<file path="src/rtl/score_pkg.sv">
// rtl/score_pkg.sv - shared state encoding, default limits and difficulty scoring for score_tracker
package score_pkg;

    typedef enum logic [1:0] {
        IDLE = 2'd0,
        PLAY = 2'd1,
        DONE = 2'd2
    } state_t;

    localparam int DEFAULT_MAX_SCORE  = 9999;
    localparam int DEFAULT_STREAK_LEN = 5;
    localparam int SCORE_W            = 14;
    localparam int BCD_W              = 16;

    // Out-of-range difficulty settings clamp into 1..3 rather than scoring zero.
    function automatic logic [1:0] diff_points(input logic [3:0] difficulty);
        logic [1:0] pts;
        if (difficulty == 4'd0) begin
            pts = 2'd1;
        end else if (difficulty > 4'd3) begin
            pts = 2'd3;
        end else begin
            pts = difficulty[1:0];
        end
        return pts;
    endfunction

endpackage

</file>
<file path="src/rtl/bin2bcd_seq.sv">
// rtl/bin2bcd_seq.sv - sequential shift-add-3 binary to four-digit BCD converter
module bin2bcd_seq
    import score_pkg::*;
(
    input  logic               clk,
    input  logic               reset,
    input  logic               start,
    input  logic [SCORE_W-1:0] bin,
    output logic               busy,
    output logic               done,
    output logic [BCD_W-1:0]   bcd
);

    logic [SCORE_W-1:0] bin_sh;
    logic [BCD_W-1:0]   acc;
    logic [BCD_W-1:0]   acc_adj;
    logic [3:0]         count;

    always_comb begin
        acc_adj = acc;
        for (int i = 0; i < 4; i++) begin
            if (acc[4*i +: 4] >= 4'd5) begin
                acc_adj[4*i +: 4] = acc[4*i +: 4] + 4'd3;
            end
        end
    end

    // start always wins so a fresh value aborts any conversion in flight;
    // bcd is only written on completion so it holds the last good result.
    always_ff @(posedge clk or posedge reset) begin
        if (reset) begin
            busy   <= 1'b0;
            done   <= 1'b0;
            bcd    <= '0;
            acc    <= '0;
            bin_sh <= '0;
            count  <= '0;
        end else begin
            done <= 1'b0;
            if (start) begin
                acc    <= '0;
                bin_sh <= bin;
                count  <= 4'(SCORE_W);
                busy   <= 1'b1;
            end else if (busy) begin
                {acc, bin_sh} <= {acc_adj[BCD_W-2:0], bin_sh, 1'b0};
                count         <= count - 4'd1;
                if (count == 4'd1) begin
                    busy <= 1'b0;
                    done <= 1'b1;
                    bcd  <= {acc_adj[BCD_W-2:0], bin_sh[SCORE_W-1]};
                end
            end
        end
    end

endmodule

</file>
<file path="src/rtl/score_tracker.sv">
// rtl/score_tracker.sv - whack-a-mole game score, streak and BCD display tracker; HIGH_SCORE_EN adds per-difficulty best scores
module score_tracker
    import score_pkg::*;
#(
    parameter int MAX_SCORE  = DEFAULT_MAX_SCORE,
    parameter int STREAK_LEN = DEFAULT_STREAK_LEN
) (
    input  logic               clk,
    input  logic               reset,
    input  logic               start,
    input  logic               game_over,
    input  logic               hit,
    input  logic               miss,
    input  logic [3:0]         difficulty,
    output logic [SCORE_W-1:0] score,
    output logic [BCD_W-1:0]   score_bcd,
    output logic               bcd_valid,
    output logic [3:0]         streak,
    output logic [SCORE_W-1:0] best_score,
    output logic               new_best,
    output logic [1:0]         state
);

    localparam logic [SCORE_W:0] MAX_W      = (SCORE_W+1)'(MAX_SCORE);
    localparam logic [4:0]       STREAK_THR = 5'(STREAK_LEN);

    state_t             state_q, state_d;
    logic [SCORE_W-1:0] score_q, score_d;
    logic [3:0]         streak_q, streak_d;
    logic [1:0]         pts_base;
    logic [2:0]         pts;
    logic [SCORE_W:0]   sum;
    logic               enter_play, play_hit, play_miss, score_change;
    logic               conv_req, conv_busy, conv_done, valid_q;

    always_ff @(posedge clk or posedge reset) begin
        if (reset) begin
            state_q <= IDLE;
        end else begin
            state_q <= state_d;
        end
    end

    always_comb begin
        state_d = state_q;
        case (state_q)
            IDLE:    if (start)     state_d = PLAY;
            PLAY:    if (game_over) state_d = DONE;
            DONE:    if (start)     state_d = PLAY;
            default: state_d = IDLE;
        endcase
    end

    always_comb begin
        state = 2'(state_q);
    end

    always_comb begin
        enter_play = (state_q != PLAY) && (state_d == PLAY);
        play_hit   = (state_q == PLAY) && hit;
        play_miss  = (state_q == PLAY) && miss && !hit;
        pts_base   = diff_points(difficulty);
        pts        = ({1'b0, streak_q} >= STREAK_THR) ? {pts_base, 1'b0} : {1'b0, pts_base};
        sum        = {1'b0, score_q} + (SCORE_W+1)'(pts);

        score_d  = score_q;
        streak_d = streak_q;
        if (enter_play) begin
            score_d  = '0;
            streak_d = '0;
        end else if (play_hit) begin
            score_d  = (sum > MAX_W) ? MAX_W[SCORE_W-1:0] : sum[SCORE_W-1:0];
            streak_d = (streak_q == 4'd15) ? 4'd15 : streak_q + 4'd1;
        end else if (play_miss) begin
            streak_d = '0;
        end
        score_change = (score_d != score_q);
    end

    // A score change clears valid on the same edge and requests a conversion
    // of the new value one cycle later, once it sits in score_q.
    always_ff @(posedge clk or posedge reset) begin
        if (reset) begin
            score_q  <= '0;
            streak_q <= '0;
            conv_req <= 1'b0;
            valid_q  <= 1'b1;
        end else begin
            score_q  <= score_d;
            streak_q <= streak_d;
            conv_req <= score_change;
            if (score_change) begin
                valid_q <= 1'b0;
            end else if (conv_done && !conv_req) begin
                valid_q <= 1'b1;
            end
        end
    end

    bin2bcd_seq u_bin2bcd (
        .clk   (clk),
        .reset (reset),
        .start (conv_req),
        .bin   (score_q),
        .busy  (conv_busy),
        .done  (conv_done),
        .bcd   (score_bcd)
    );

    assign score     = score_q;
    assign streak    = streak_q;
    assign bcd_valid = valid_q && !(conv_busy && conv_req);

`ifdef HIGH_SCORE_EN
    logic [SCORE_W-1:0] best_q [1:3];
    logic               new_best_q;

    // Record check uses score_d so a hit landing with game_over still counts.
    always_ff @(posedge clk or posedge reset) begin
        if (reset) begin
            for (int i = 1; i <= 3; i++) begin
                best_q[i] <= '0;
            end
            new_best_q <= 1'b0;
        end else if (enter_play) begin
            new_best_q <= 1'b0;
        end else if (state_q == PLAY && state_d == DONE && score_d > best_q[pts_base]) begin
            best_q[pts_base] <= score_d;
            new_best_q       <= 1'b1;
        end
    end

    assign best_score = best_q[pts_base];
    assign new_best   = new_best_q;
`else
    assign best_score = '0;
    assign new_best   = 1'b0;
`endif

endmodule
</file>
<file path="config.mk">
export PLATFORM = sky130hd
export DESIGN_NAME = score_tracker
export DESIGN_NICKNAME = d
export VERILOG_FILES = /design/src/rtl/score_pkg.sv /design/src/rtl/bin2bcd_seq.sv /design/src/rtl/score_tracker.sv
export SDC_FILE = /design/constraint.sdc
export NUM_CORES = 1
export LEC_CHECK = 0
export CORE_ASPECT_RATIO = 1.75
export CORE_MARGIN = 2
export CORE_UTILIZATION = 56
export CTS_CLUSTER_SIZE = 16
export DETAILED_ROUTE_END_ITERATION = 16
export PLACE_DENSITY = 0.91
export SYNTH_ARGS = -nofsm -noshare
export SYNTH_HDL_FRONTEND = slang
export SYNTH_SLANG_ARGS = --single-unit
</file>
<file path="constraint.sdc">
create_clock -name clk -period 5.09 [get_ports clk]
set_clock_uncertainty 0.15 [all_clocks]
set_input_delay 1.018 -clock clk [delete_from_list [all_inputs] [get_ports clk]]
set_output_delay 1.018 -clock clk [all_outputs]
set_load 0.01 [all_outputs]
</file>
Yosys cells after proc, flatten, opt, wreduce, memory -nomap -nowiden
Index checks and enable logic that the tools add are counted.
W data, S select, Z words.

cells by class
  $add $sub $neg = 7
  multiply operators = 0
  divide/modulo/power cells = 0
  $lt $le $gt $ge = 7
  eq/ne operators = 7
  shifts and indexed selects = 0
  multiplexer cells = 31
  bitwise logic cells = 1
  reductions and logical operators = 17

operator list
  operator                count
  $mux W14                5
  $mux W4                 9
  $mux W16                2
  $ge A4 B3 Y1 const B    5
  $add A14 B3 Y15         1
  $gt A15 B14 Y1 const B  1
  $ne A14 B14 Y1          1
  $add A4 B2 Y4 const B   3
  $mux W1                 8
  $mux W2                 4
  $logic_and A1 B1 Y1     7
  $mux W3                 2
  $add A4 B1 Y4 const B   1
  $eq A2 B1 Y1 const B    2
  $eq A4 B1 Y1 const B    1
  $eq A4 B4 Y1 const B    1
  $gt A4 B2 Y1 const B    1
  $logic_not A4 Y1        1
  $pmux W2 S2             1
  $reduce_bool A2 Y1      2
  $sub A4 B1 Y4 const B   1
  $add A3 B2 Y3 const B   1
  $logic_not A1 Y1        3
  $reduce_and A3 Y1       1
  6 further kinds         6

word-level totals
  register bits = 74
  bits in latches = 0
  memory bits (writable) = 0
  ROM bits = 0
  input bits = 10
  output and inout port bits = 52
  word-level logic and storage cells = 81
  memories = 0

Logic depth before layout (Yosys ltp)
  depth in word-level cells = 11
  gate-level depth with buffers = 17
  mapped depth without buffers = 16

Hierarchy
From an unflattened synthesis, not the netlist that was laid out.

second synthesis, totals
  cell total of the unflattened synthesis = 527
  area total of the unflattened synthesis = 4,748.3 um^2

modules (own cells, without submodules)
  module         times used  cells each  area each (um^2)  sequential area each (um^2)
  bin2bcd_seq    1           266         2,607.5           1,301.2
  score_tracker  1           261         2,140.8           551.8

Worst setup path after synthesis
Ideal clock, no wire load.

  path type = input-to-reg
  start = in difficulty[0]
  end = reg conv_req
  library setup time = 64 ps
  arrival = 3,960 ps
  data required time = 4,876 ps
  path slack = 916 ps
  stages = 13
  path buffers = 0
  path through = nand2b_1 > o31a_1 > ha_1 > fa_1 > nor3b_1 > nand4b_1 > o31ai_1 > o31ai_4 > o21a_4 > o31ai_2 > mux2_2 > a31oi_2 > a21o_1

between the ends
  cells in the longest elaborated chain, start to end = 10
  elaborated cells on any way between the ends = 11
  those cells by class = add/sub: 1; order compare: 2; eq/ne: 1; mux: 6; reduce/logical: 1

ends and longest elaborated chain
  item                  line                 RTL
  start, declared       score_tracker.sv:14  input logic [3:0] difficulty,
  $gt A4 B2 Y1          score_pkg.sv:20      end else if (difficulty > 4'd3) begin
  $mux W2               score_pkg.sv:20
  $mux W2 *             score_pkg.sv:18      if (difficulty == 4'd0) begin
  $mux W3 *             score_tracker.sv:63  pts = ({1'b0, streak_q} >= STREAK_THR) ? {pts_base, 1'b0} : {1'b0, pts_base};
  $add A14 B3 Y15 *     score_tracker.sv:64  sum = {1'b0, score_q} + (SCORE_W+1)'(pts);
  $gt A15 B14 Y1        score_tracker.sv:72  score_d = (sum > MAX_W) ? MAX_W[SCORE_W-1:0] : sum[SCORE_W-1:0];
  $mux W14 *            score_tracker.sv:72
  $mux W14 *            score_tracker.sv:71  end else if (play_hit) begin
  $mux W14 *            score_tracker.sv:68  if (enter_play) begin
  $ne A14 B14 Y1 *      score_tracker.sv:77  score_change = (score_d != score_q);
  net score_change      score_tracker.sv:33  logic enter_play, play_hit, play_miss, score_change;
  end signal, assigned  score_tracker.sv:91  conv_req <= score_change;
  end, declared         score_tracker.sv:34  logic conv_req, conv_busy, conv_done, valid_q;

Mark *: on every way through the listed nets, which the timed path passes. The rest lies on a longest branch.
A chain may end at the register's enable or synchronous reset.

Worst setup path after layout
  start = in difficulty[1]
  end = reg score_q[13], in the netlist score[13]

between the ends
  cells in the longest elaborated chain, start to end = 9
  elaborated cells on any way between the ends = 10
  those cells by class = add/sub: 1; order compare: 2; mux: 6; reduce/logical: 1

ends and longest elaborated chain
  item                  line                 RTL
  $gt A4 B2 Y1          score_pkg.sv:20
  $mux W2               score_pkg.sv:20
  $mux W2 *             score_pkg.sv:18
  $mux W3 *             score_tracker.sv:63
  $add A14 B3 Y15 *     score_tracker.sv:64
  $gt A15 B14 Y1        score_tracker.sv:72
  $mux W14 *            score_tracker.sv:72
  $mux W14 *            score_tracker.sv:71
  $mux W14 *            score_tracker.sv:68
  net score_d[13]       score_tracker.sv:28  logic [SCORE_W-1:0] score_q, score_d;
  end signal, assigned  score_tracker.sv:89  score_q <= score_d;
  end, declared         score_tracker.sv:28

Marks and branches as above.

==> run_results.csv <==
group,metric,value,unit
route,drtIter0Drc,195,
finish,regArea,1853,um2
synth,ys_seq_area_frac,0.3901,
finish,multi_input_comb_area,2603,um2
finish,fin_util,0.6565,
placement,dpl_worst_slack,38.78,ps
setup_path,crit_fanout,7,
synth,synth_enable_flop_cells,0,
sta,setup_ws,295.2,ps
route,ant_nets,0,
die,ios,62,
route,drc,0,
finish,final_area,5421,um2
route,firstDrtPassIters,5,
die,die_area,9263,um2
setup_path,critical-path-top-delay-family,"simple AND/OR/NAND/NOR gates",
sta,timing.fmax,208.6,MHz
route,vias,4091,
clocking,cts_setup_buffers,0,
finish,final_common_cell,"nand2_1",
placement,dp_cells,638,
sta,period_share,0.9420,
flow_run,cap_violations,0,
sta,fin_setup_tns,0,ps
sta,timing.hold.ws,320.6,ps
finish,drive_gt1_frac,0.09447,
finish,n_antenna_cell,0,
power_and_ir_drop,power_density,445.3,nW/um2
placement,dp_hpwl,8754,um
power_and_ir_drop,leakagePower,2.467,nW
grt,grt_use_total,0.2726,
route,routed_wl,11970,um
grt,grt_max_degree,46,
placement,dpl_cell_area,5151,um2
sta,worst_pin_slew,805.0,ps
sta,setup_violations,0,
setup_path,path_buf_inv,1,
sta,drv_slew,0,
clocking,cts_buffer_depth,2,
die,rows,44,
route,wl_per_cell,18.33,um
clocking,cts.htree.levels,3,
finish,nFillCells,678,
synth,ys_types,72,
power_and_ir_drop,power,2.414,mW
finish,syn_to_final_growth,14.15,%
min_path,min_path_type,"reg -> reg",
synth,synth_ff_type,"dfrtp_1",
grt,antenna_found_initial,0,
setup_path,critical_path.max_stage_delay,590,ps
synth,syn_avg_cell_area,9.047,um2
setup_path,worstPathCellList,"clkdlybuf4s50_1 -> nand2b_1 -> o31a_1 -> ha_1 -> fa_1 -> nor3b_1 -> nand4b_1 -> o31ai_1 -> o31ai_4 -> or3_1 -> nand2_8 -> o21ai_2 -> nor2b_4 -> a311oi_1",
clocking,holdBufCountCts,0,
setup_path,crit_path_end_kind,"flip-flop",
clocking,cts.clk_slew.worst_paths,60,ps
setup_path,worstSetupStartpointType,"input port",
route,via_per_inst,6.265,
grt,grt_pass1_vias,4006,
synth,ys_async_sr_fraction,1.000,
placement,portBuffers,46,
synth,synth-seq-cells,74,
outcome,run_status,"finished, final reports clean",
sta,relSlewSlack,0.4626,
synth,mappedNetlistArea,4750,um2
die,initial_utilization,0.5752,
synth,syn_inst,525,
die,core-area,8258,um2
grt,grt-ovfl-total,0,
finish,num-nets-final,584,
die,die_y,125.8,um
setup_path,critPathSlowestCell,"or3_1",
setup_path,worstPathRequired,5160,ps
synth,yosys_warnings,0,
clocking,insertion_delay,330,ps
sta,rsz0062_at_grt,"false",
power_and_ir_drop,ir_worst_vdd,0.0002830,V
clocking,cts.sinks,74,
die,chipWidth,73.62,um
clocking,cts_tree,"done",
finish,final_cell_mix,"nand2_1 (78), dfrtp_1 (73), clkdlybuf4s50_1 (46)",
sta,finalCriticalPeriod,4795,ps
setup_path,worstSetupPathType,"in -> reg",
finish,fin_cells,653,
sta,hold_violations,0,
setup_path,worst_ep_arrival_time,4860,ps
placement,gp_congestion,0.9121,
grt,grt_pass1_wl,19420,um
clocking,cts_resized,0,
clocking,cts_made_buffers,9,
clocking,cts.root.buffer_cell,"clkbuf_16",
==> cell usage after synthesis, drive strengths merged, types with 2 or more instances <==
master	number	area, um2
o221ai	2	17.52
o211ai	3	32.53
a311oi	5	43.79
nor2	36	145.1
a22oi	3	22.52
o21ai	48	247.7
nand3	12	70.07
a31oi	9	68.81
or3	4	30.03
nor3b	9	67.56
o31ai	5	56.30
nand2b	10	62.56
nand4	4	25.02
ha	16	200.2
nor4b	3	26.28
a211oi	8	82.58
a221oi	2	23.77
buf	28	203.9
o31a	2	17.52
o21a	3	30.02
xor2	2	25.03
nor2b	3	26.27
and2	3	18.77
a21o	5	37.54
a21oi	34	181.4
and3	3	18.77
clkbuf	16	60.06
nor4	7	65.06
dfrtp	73	1827
xnor2	9	78.83
nor3	13	97.59
mux2	2	22.52
o22ai	3	18.77
inv	22	82.58
mux2i	29	290.3
nand2	79	312.8
==> registers in the layout, indices dropped and copies added, names as in the netlist <==
register,count
valid_q,1
u_bin2bcd.acc,16
score,14
streak,4
u_bin2bcd.bin_sh,14
state,2
u_bin2bcd.done,1
u_bin2bcd.bcd,16
u_bin2bcd.busy,1
u_bin2bcd.count,4
conv_req,1
==> final timing paths <==
path / startpoint / endpoint / slack, ps / cells past startpoint
min reg2reg: u_bin2bcd.bcd[5] / u_bin2bcd.bcd[5] / 320 / 2
min in group asynchronous: reset / u_bin2bcd.acc[7] / 1010 / 2
max: difficulty[1] / score[13] / 300 / 14
max reg2reg: streak[1] / score[13] / 660 / 16
min: u_bin2bcd.bcd[5] / u_bin2bcd.bcd[5] / 320 / 2
max in group asynchronous: reset / valid_q / 2790 / 3
==> cell type report <==
cell class / count / area share
Timing Repair Buffer: 51 / 0.09185
Clock inverter: 5 / 0.005770
Clock buffer: 10 / 0.04408
Sequential cell: 74 / 0.3418
Tap cell: 92 / 0.02123
Multi-Input combinational cell: 399 / 0.4800
Inverter: 22 / 0.01523
==> worst min-delay path, delay by kind of cell (launching register included) <==
family,cells,cell delay [ps]
DFF,1,330
and+or+nand+nor,2,100
==> power breakdown <==
| group | leakage [nW] | internal (mW) | switching, mW |
|---|---|---|---|
| Combinational | 1.35 | 0.413 | 0.532 |
| Sequential | 0.985 | 0.736 | 0.159 |
| Clock | 0.134 | 0.338 | 0.237 |
| Total | 2.47 | 1.49 | 0.927 |
==> logic make-up (layout without fill, tap and decap cells) <==
kind of cell               count (synthesis)  after routing  synth area share
AOI/OAI and AO/OA                        136            136            0.1928
xor gates and xnor gates                  11             11           0.02187
adders and majority gates                 17             17           0.04636
buffers and inverters                     66             88           0.07297
DFF                                       74             74            0.3901
muxes                                     31             31           0.06586
other                                      1             15         0.0007895
and+or+nand+nor                          189            189            0.2092
==> metal layers <==
layer  share of wire  up-vias  global-route usage  wire length, um
li1                -     1888                   -                -
met1            0.36     1999              0.2844             4272
met4           0.064        0              0.1690              764
met3           0.046       57             0.04480              555
met5               0        -                   0                0
met2            0.53      147              0.4858             6379
Power figures use the tool's default switching activity.
